==> src/rtl/print_uart_tx.sv <==
// print_uart_tx
//   Serial console sink for the core's print port. Each PRINT_EN pulse
//   pushes one 32-bit word into a small FIFO. Words are printed as eight
//   uppercase hex ASCII characters plus a line feed, sent as UART 8N1.
//
// Ports
//   CLK         clock, rising edge
//   RESET       synchronous, active-high reset
//   PRINT_VAL   word to print, qualified by PRINT_EN
//   PRINT_EN    one-cycle push strobe (every high cycle is a word)
//   TX          registered UART line, idle high
//   BUSY        FIFO non-empty or transmitter not idle
//   OVERFLOW    sticky dropped-push flag, cleared only by RESET
//   FIFO_COUNT  words held in the FIFO (not counting the one in flight)
module print_uart_tx #(
    parameter int CLKS_PER_BIT = 868,
    parameter int FIFO_DEPTH   = 4
) (
    input  logic                        CLK,
    input  logic                        RESET,
    input  logic [31:0]                 PRINT_VAL,
    input  logic                        PRINT_EN,
    output logic                        TX,
    output logic                        BUSY,
    output logic                        OVERFLOW,
    output logic [$clog2(FIFO_DEPTH):0] FIFO_COUNT
);

    localparam int AW = $clog2(FIFO_DEPTH);
    localparam int BW = $clog2(CLKS_PER_BIT);
    localparam logic [AW:0]   FULL_CNT  = (AW+1)'(FIFO_DEPTH);
    localparam logic [BW-1:0] BAUD_LAST = BW'(CLKS_PER_BIT - 1);

    typedef enum logic [1:0] {IDLE, START, DATA, STOP} state_t;

    // FIFO storage and bookkeeping
    logic [31:0]   mem [FIFO_DEPTH];
    logic [AW-1:0] wr_ptr, rd_ptr;
    logic [AW:0]   count;
    logic          fifo_ne, push, pop;

    // transmitter
    state_t        state, state_n;
    logic [BW-1:0] baud, baud_n;
    logic [2:0]    bit_cnt, bit_cnt_n, bit_nxt;
    logic [3:0]    char_idx, char_idx_n;
    logic [31:0]   word, word_n;
    logic          tx, tx_n;
    logic          bit_end;
    logic [7:0]    ch;

    function automatic logic [7:0] hex_ascii(input logic [3:0] n);
        hex_ascii = (n < 4'd10) ? (8'h30 + {4'h0, n}) : (8'h37 + {4'h0, n});
    endfunction

    assign fifo_ne = (count != '0);
    // A full FIFO still accepts a push when a pop frees a slot on the same edge.
    assign push    = PRINT_EN && ((count != FULL_CNT) || pop);
    assign bit_end = (baud == BAUD_LAST);
    assign bit_nxt = bit_cnt + 3'd1;
    // The word is shifted left one nibble per character, so the current
    // digit always sits in [31:28]; index 8 is the trailing LF.
    assign ch      = (char_idx == 4'd8) ? 8'h0A : hex_ascii(word[31:28]);

    always_ff @(posedge CLK) begin
        if (push)
            mem[wr_ptr] <= PRINT_VAL;
    end

    always_ff @(posedge CLK) begin
        if (RESET) begin
            wr_ptr   <= '0;
            rd_ptr   <= '0;
            count    <= '0;
            OVERFLOW <= 1'b0;
        end else begin
            if (push) wr_ptr <= wr_ptr + 1'b1;
            if (pop)  rd_ptr <= rd_ptr + 1'b1;
            case ({push, pop})
                2'b10:   count <= count + 1'b1;
                2'b01:   count <= count - 1'b1;
                default: count <= count;
            endcase
            if (PRINT_EN && !push)
                OVERFLOW <= 1'b1;
        end
    end

    always_ff @(posedge CLK) begin
        if (RESET) begin
            state    <= IDLE;
            baud     <= '0;
            bit_cnt  <= '0;
            char_idx <= '0;
            word     <= '0;
            tx       <= 1'b1;
        end else begin
            state    <= state_n;
            baud     <= baud_n;
            bit_cnt  <= bit_cnt_n;
            char_idx <= char_idx_n;
            word     <= word_n;
            tx       <= tx_n;
        end
    end

    // tx_n is the line level for the bit that begins on the coming edge.
    always_comb begin
        state_n    = state;
        baud_n     = baud + 1'b1;
        bit_cnt_n  = bit_cnt;
        char_idx_n = char_idx;
        word_n     = word;
        tx_n       = tx;
        pop        = 1'b0;
        case (state)
            IDLE: begin
                baud_n = '0;
                tx_n   = 1'b1;
                if (fifo_ne) begin
                    pop        = 1'b1;
                    word_n     = mem[rd_ptr];
                    char_idx_n = '0;
                    state_n    = START;
                    tx_n       = 1'b0;
                end
            end
            START: begin
                if (bit_end) begin
                    baud_n    = '0;
                    bit_cnt_n = '0;
                    state_n   = DATA;
                    tx_n      = ch[0];
                end
            end
            DATA: begin
                if (bit_end) begin
                    baud_n = '0;
                    if (bit_cnt == 3'd7) begin
                        state_n = STOP;
                        tx_n    = 1'b1;
                    end else begin
                        bit_cnt_n = bit_nxt;
                        tx_n      = ch[bit_nxt];
                    end
                end
            end
            STOP: begin
                if (bit_end) begin
                    baud_n = '0;
                    if (char_idx != 4'd8) begin
                        char_idx_n = char_idx + 4'd1;
                        word_n     = {word[27:0], 4'h0};
                        state_n    = START;
                        tx_n       = 1'b0;
                    end else if (fifo_ne) begin
                        // chain straight into the next word, no idle gap
                        pop        = 1'b1;
                        word_n     = mem[rd_ptr];
                        char_idx_n = '0;
                        state_n    = START;
                        tx_n       = 1'b0;
                    end else begin
                        state_n = IDLE;
                        tx_n    = 1'b1;
                    end
                end
            end
            default: begin
                state_n = IDLE;
                baud_n  = '0;
                tx_n    = 1'b1;
            end
        endcase
    end

    assign TX         = tx;
    assign BUSY       = fifo_ne || (state != IDLE);
    assign FIFO_COUNT = count;

endmodule

==> config.mk <==
export PLATFORM = sky130hd
export DESIGN_NAME = print_uart_tx
export DESIGN_NICKNAME = d
export VERILOG_FILES = /design/src/rtl/print_uart_tx.sv
export SDC_FILE = /design/constraint.sdc
export NUM_CORES = 1
export LEC_CHECK = 0
export ABC_AREA = 1
export BUFFER_PORTS_ARGS = -buffer_cell sky130_fd_sc_hd__buf_4
export CORE_MARGIN = 10
export CORE_UTILIZATION = 35
export CTS_CLUSTER_SIZE = 8
export DETAILED_ROUTE_END_ITERATION = 10
export PLACE_DENSITY_LB_ADDON = 0.1
export SYNTH_ARGS = -nofsm -noshare
export SYNTH_HDL_FRONTEND = slang
export SYNTH_SLANG_ARGS = --single-unit
==> constraint.sdc <==
create_clock -name CLK -period 4 [get_ports CLK]
set_input_delay 0.6 -clock CLK [delete_from_list [all_inputs] [get_ports CLK]]
set_output_delay 0.6 -clock CLK [all_outputs]
set_load 0.05 [all_outputs]
==> results.yml, run 1 <==
grt:
  grt_usage: 0.124
  grt_start_max_net_pins: 65
  grt_pass1_vias: 5384
  grt_pass1_wl_um: 28300
  grt_overflow: 0
  antenna_found_initial: 0
logic_synthesis:
  ys_ff_latch: 190
  seq_area_frac_synth: 0.643
  ys_types: 38
  async_reset_ff_frac: 0
  avgSynthCellArea_um2: 10.6
  synth_edf_count: 128
  synthesis.nets: 797
  synth_area_um2: 7910
  synth_cells: 746
  yosys_warnings: 0
  ys.flop_type: "edfxtp_1"
cells_and_area:
  drive_above_1_share: 0.139
  fin_nets: 831
  n_antenna_cell: 0
  syn2layout_area_growth_pct: 15.1
  final_area_um2: 9110
floorplanning:
  start_util: 0.359
  top_level_ports: 41
  coreArea_um2: 22000
  die-height_um: 170
  die_w_um: 170
  die_area_um2: 29000
  num_rows: 54
min_path:
  min_to: "mem[1][29]$_DFFE_PP_"
  worstHoldStart: "PRINT_VAL[29]"
  whs_path_depth: 1
  worstHoldPathType: "in2reg"
place:
  pre_cts_ws_ns: 0.900
  hpwl_um: 11200
  io_buffers: 40
  place.gp.congestion: 0.810
  postPlaceCellArea_um2: 8540
setup_path:
  required_ns: 4.14
  crit_path_top_delay_cell: "nor2_4"
  reg2reg_slack_ns: 0.95
  critPathMaxFanout: 18
  r2r_end: "mem[2][6]$_DFFE_PP_"
  critPathKind: "reg2reg"
  cp_num_buf_inv: 2
  slowest_delay_ns: 0.60
  cpLargestDelayFamily: "simple AND/OR/NAND/NOR gates"
  worstSetupStartpointType: "flip-flop"
  critPathArrivalTime_ns: 3.19
  reg2reg_depth: 8
  worstReg2RegStart: "state[0]$_SDFFE_PP0P_"
  worstPathCellList: "ha_1, inv_1, nor2_1, nand3_1, a21oi_1, o21ai_1, nor2_4, buf_12"
  end_kind: "flip-flop"
power_and_ir_drop:
  powerDensity_nw_per_um2: 660
  power_mw: 6.01
  vdd_drop_max_mv: 0.323
  p_leak_nw: 3.27
clock_network:
  hold_buffers: 0
  clock_sinks: 190
  clockBufferDepth: 2
  cts_tree: "done"
  cts_buffers: 17
  cts_setup_buffers: 0
  clk_pin_slew_ns: 0.07
  clk_latency_ns: 0.43
  h-tree-depth: 4
  cts_resized: 0
  clockRootBuffer: "clkbuf_16"
detailed_routing:
  wl_per_cell_um: 16.1
  vias: 5319
  drt-total-wl_um: 17300
  drc_errors: 0
  drtPass1Iterations: 5
  ant_nets: 0
  drt_iter0_drc: 374
  viasPerCell: 4.96
sta:
  drv_slew: 0
  hold_slack_ns: 0.366
  finalSetupViolCount: 0
  relSlewSlack: 0.211
  layout_setup_ws_ns: 0.950
  tns_ns: 0
  rsz0062_at_grt: "no"
  worstMarginPinSlew_ns: 1.18
  fin_skew_ns: 0.0145
  min_period_ns: 3.05
  finalHoldViolCount: 0
  fin_crit_sh: 0.762
  fmax_mhz: 328
job:
  maxCapViolCount: 0
outcome:
  outcome: "finished, final reports clean"
-- registers in the layout, indices dropped and copies added (netlist names), named ones only --
register    flops
baud           10
TX              1
state           2
OVERFLOW        1
char_idx        4
mem           128
word           32
wr_ptr          2
bit_cnt         3
FIFO_COUNT      3
rd_ptr          2
-- synthesized netlist by cell type, types with 2 or more instances --
| cell type | number | share of area |
|---|---|---|
| nand2_1 | 163 | 0.077 |
| nor3_1 | 3 | 0.0019 |
| o211ai_1 | 26 | 0.025 |
| inv_2 | 4 | 0.0019 |
| o21ai_0 | 30 | 0.019 |
| nand4_1 | 5 | 0.0040 |
| o21a_1 | 4 | 0.0038 |
| nor2_1 | 88 | 0.042 |
| a32o_1 | 26 | 0.033 |
| a21oi_1 | 57 | 0.036 |
| buf_2 | 9 | 0.0057 |
| inv_1 | 49 | 0.023 |
| nand3_1 | 13 | 0.0082 |
| clkbuf_1 | 22 | 0.010 |
| edfxtp_1 | 128 | 0.49 |
| o22ai_1 | 8 | 0.0063 |
| dfxtp_1 | 62 | 0.16 |
| nand2_4 | 2 | 0.0028 |
| nand2_2 | 2 | 0.0016 |
| nor2_2 | 9 | 0.0071 |
| ha_1 | 15 | 0.024 |
| o211a_1 | 3 | 0.0038 |
| or2_2 | 3 | 0.0024 |
-- metal layers --
metal | up-vias | global-route usage | part of all wire
met2 | 68 | 0.199 | 0.47
met3 | 8 | 0.0252 | 0.027
met5 | - | 0 | 0
li1 | 2673 | - | -
met4 | 0 | 0.0408 | 0.0072
met1 | 2570 | 0.164 | 0.49
-- cell usage in the layout (no fill, tap or decap), types with 3 or more instances in the layout --
master,n
nand2_1,163
edfxtp_1,128
nor2_1,83
dfxtp_1,61
a21oi_1,57
inv_1,49
buf_4,45
o21ai_0,30
a32o_1,26
o211ai_1,26
clkbuf_16,17
ha_1,15
nand3_1,13
nor2_2,10
o22ai_1,8
nand4_1,5
inv_8,5
inv_2,4
nor2_4,4
o21a_1,4
clkinv_2,3
nor3_1,3
or2_2,3
o211a_1,3
inv_6,3
buf_12,3
-- worst max path at each step --
stage	start	endpoint	slack, ns	cells past startpoint
6_report	state[0]$_SDFFE_PP0P_	mem[2][6]$_DFFE_PP_	0.95	8
5_1_grt	state[0]$_SDFFE_PP0P_	mem[2][2]$_DFFE_PP_	0.67	8
4_1_cts	state[0]$_SDFFE_PP0P_	mem[2][6]$_DFFE_PP_	0.87	8
3_5_place_dp	state[0]$_SDFFE_PP0P_	mem[2][4]$_DFFE_PP_	0.90	8
3_3_place_gp	state[0]$_SDFFE_PP0P_	mem[2][0]$_DFFE_PP_	1.03	8
2_1_floorplan	state[0]$_SDFFE_PP0P_	mem[0][0]$_DFFE_PP_	0.85	8
-- layout make-up --
class / instances / area (um2)
multi-input cells: 468 / 2500
well taps: 280 / 350
fillers: 2125 / 12900
clock inverters: 15 / 141
clock buffers: 17 / 425
flip-flops and latches: 190 / 5090
inverters: 55 / 208
repair buffers: 48 / 398
-- through the flow --
stage / util / std cells
2_1_floorplan: - / 746
3_3_place_gp: 0.388 / 1041
3_5_place_dp: 0.388 / 1041
4_1_cts: 0.413 / 1073
5_1_grt: 0.413 / 1073
6_report: 0.413 / 1073
-- worst register-to-register path, stage by stage, from the launching register on --
cell	delay, ns
dfxtp_1	0.39
ha_1	0.39
inv_1	0.19
nor2_1	0.16
nand3_1	0.13
a21oi_1	0.26
o21ai_1	0.37
nor2_4	0.60
buf_12	0.27
-- report_power, final --
part	internal (mW)	total (mW)	switching, mW	leakage, nW
clock	0.827	1.62	0.789	0.277
combinational	0.610	1.87	1.26	1.31
sequential	2.39	2.52	0.138	1.68
-- cells by family after synthesis --
family / count (synthesis) / share of synthesized area
adders and majority gates: 16 / 0.0263
AOI/OAI and AO/OA: 159 / 0.132
DFF: 190 / 0.643
buffers and inverters: 88 / 0.0457
xor gates and xnor gates: 1 / 0.00111
and+or+nand+nor: 292 / 0.152
No activity file was read; power rests on OpenSTA's default activity.
==> run 2, diff against run 1 <==
==> constraint.sdc (replaced) <==
create_clock -name CLK -period 2.9 [get_ports CLK]
set_input_delay 0.435 -clock CLK [delete_from_list [all_inputs] [get_ports CLK]]
set_output_delay 0.435 -clock CLK [all_outputs]
set_load 0.05 [all_outputs]
==> results.yml, run 2 (same netlist as run 1, synthesis figures left out) <==
outcome:
  outcome: "finished, final reports clean"
grt:
  grt_start_max_net_pins: 65
  grt_overflow: 0
  grt_pass1_vias: 5414
  antenna_found_initial: 0
  grt_usage: 0.123
  grt_pass1_wl_um: 28400
sta:
  fin_crit_sh: 0.899
  fin_skew_ns: 0.0134
  drv_slew: 0
  fmax_mhz: 384
  min_period_ns: 2.61
  tns_ns: 0
  finalHoldViolCount: 0
  rsz0062_at_grt: "no"
  worstMarginPinSlew_ns: 1.12
  finalSetupViolCount: 0
  relSlewSlack: 0.247
setup_path:
  critPathKind: "reg2reg"
  worstSetupStartpointType: "flip-flop"
  critPathMaxFanout: 14
  end_kind: "flip-flop"
  required_ns: 3.07
  critPathArrivalTime_ns: 2.77
power_and_ir_drop:
  power.internal_mw: 5.28
  p_seq_frac: 0.424
  powerDensity_nw_per_um2: 898
  switching_power_mw: 2.94
  power.clock.fraction: 0.258
  power_mw: 8.23
  swShare: 0.358
  comb_power_share: 0.319
  vdd_drop_max_mv: 0.412
  p_leak_nw: 3.30
detailed_routing:
  ant_nets: 0
  vias: 5366
  wl_per_cell_um: 16.1
  drt_iter0_drc: 381
  viasPerCell: 4.97
  drt-total-wl_um: 17400
  drc_errors: 0
  drtPass1Iterations: 6
clock_network:
  clockRootBuffer: "clkbuf_16"
  cts_resized: 0
  clk_latency_ns: 0.43
  clockBufferDepth: 2
  cts_setup_buffers: 0
  h-tree-depth: 4
  hold_buffers: 0
  clk_pin_slew_ns: 0.07
  clock_sinks: 190
  cts_tree: "done"
  cts_buffers: 17
place:
  hpwl_um: 11500
  place.gp.congestion: 0.785
  io_buffers: 40
min_path:
  worstHoldPathType: "in2reg"
floorplanning:
  die_w_um: 170
  die_area_um2: 29000
  num_rows: 54
  start_util: 0.359
  die-height_um: 170
  top_level_ports: 41
  coreArea_um2: 22000
cells_and_area:
  regMostFlops: "mem"
  syn2layout_area_growth_pct: 15.8
  largest_reg_flops: 128
  final_cell_mix: "nand2_1 (163), edfxtp_1 (128), nor2_1 (83)"
  reg_top3: "mem (128), word (32), baud (10)"
  n_antenna_cell: 0
  drive_above_1_share: 0.140
  fin_nets: 837
  multiInputGateArea_um2: 2500
  layout_commonest_cell: "nand2_1"
  seqCellArea_um2: 5090
  nFillCells: 2114
job:
  maxCapViolCount: 0
==> run 2: area by class of cell <==
type,instances,share of cell area
Clock buffer,21,0.0481
Clock inverter,11,0.00929
Inverter,55,0.0227
Multi-Input combinational cell,468,0.273
Sequential cell,190,0.555
Tap cell,280,0.0382
Timing Repair Buffer,54,0.0538
==> run 2: per-stage QoR <==
stage | utilization | setup WS [ns] | hold WS (ns) | cell area [um2] | std cells
6_report | 0.416 | 0.293 | 0.206 | 9160 | 1079
5_1_grt | 0.416 | 0.0854 | 0.187 | 9160 | 1079
4_1_cts | 0.416 | 0.256 | 0.191 | 9160 | 1079
3_5_place_dp | 0.392 | 0.278 | 0.447 | 8630 | 1047
3_3_place_gp | 0.392 | 0.349 | 0.432 | 8630 | 1047
2_1_floorplan | - | -0.247 | 0.417 | 7910 | 746
==> run 2: worst max-delay path: stages, from the launching register on <==
cell and delay [ns]:
dfxtp_1 0.40, inv_1 0.07, ha_1 0.22, nand3_2 0.16, nor2_1 0.07, nand3_1 0.12
a21oi_1 0.12, o21ai_1 0.88, nor2_4 0.06, buf_4 0.25
==> run 2: final timing paths <==
path | from | to | slack, ns | cells past startpoint
hold reg to reg | baud[0]$_SDFF_PP0_ | baud[0]$_SDFF_PP0_ | 0.45 | 1
setup reg to reg | char_idx[0]$_SDFFE_PP0P_ | mem[3][30]$_DFFE_PP_ | 0.29 | 9
hold / removal | PRINT_VAL[21] | mem[1][21]$_DFFE_PP_ | 0.21 | 1
setup / recovery | char_idx[0]$_SDFFE_PP0P_ | mem[3][30]$_DFFE_PP_ | 0.29 | 9
==> run 2: power by group through the flow <==
stage	Combinational [mW]	Clock, mW	Sequential [mW]
global placement	2.64	0	3.53
floorplan	1.89	0	3.58
detailed placement	2.66	0	3.54
global route	2.96	2.31	3.52
CTS	2.67	2.19	3.48
finish	2.62	2.12	3.48
==> run 2: routing by layer <==
layer	global-route usage	up-vias	wire length, um
met5	0	-	0
met2	0.199	71	8150
li1	-	2687	-
met3	0.0296	10	577
met4	0.0351	0	141
met1	0.161	2598	8510
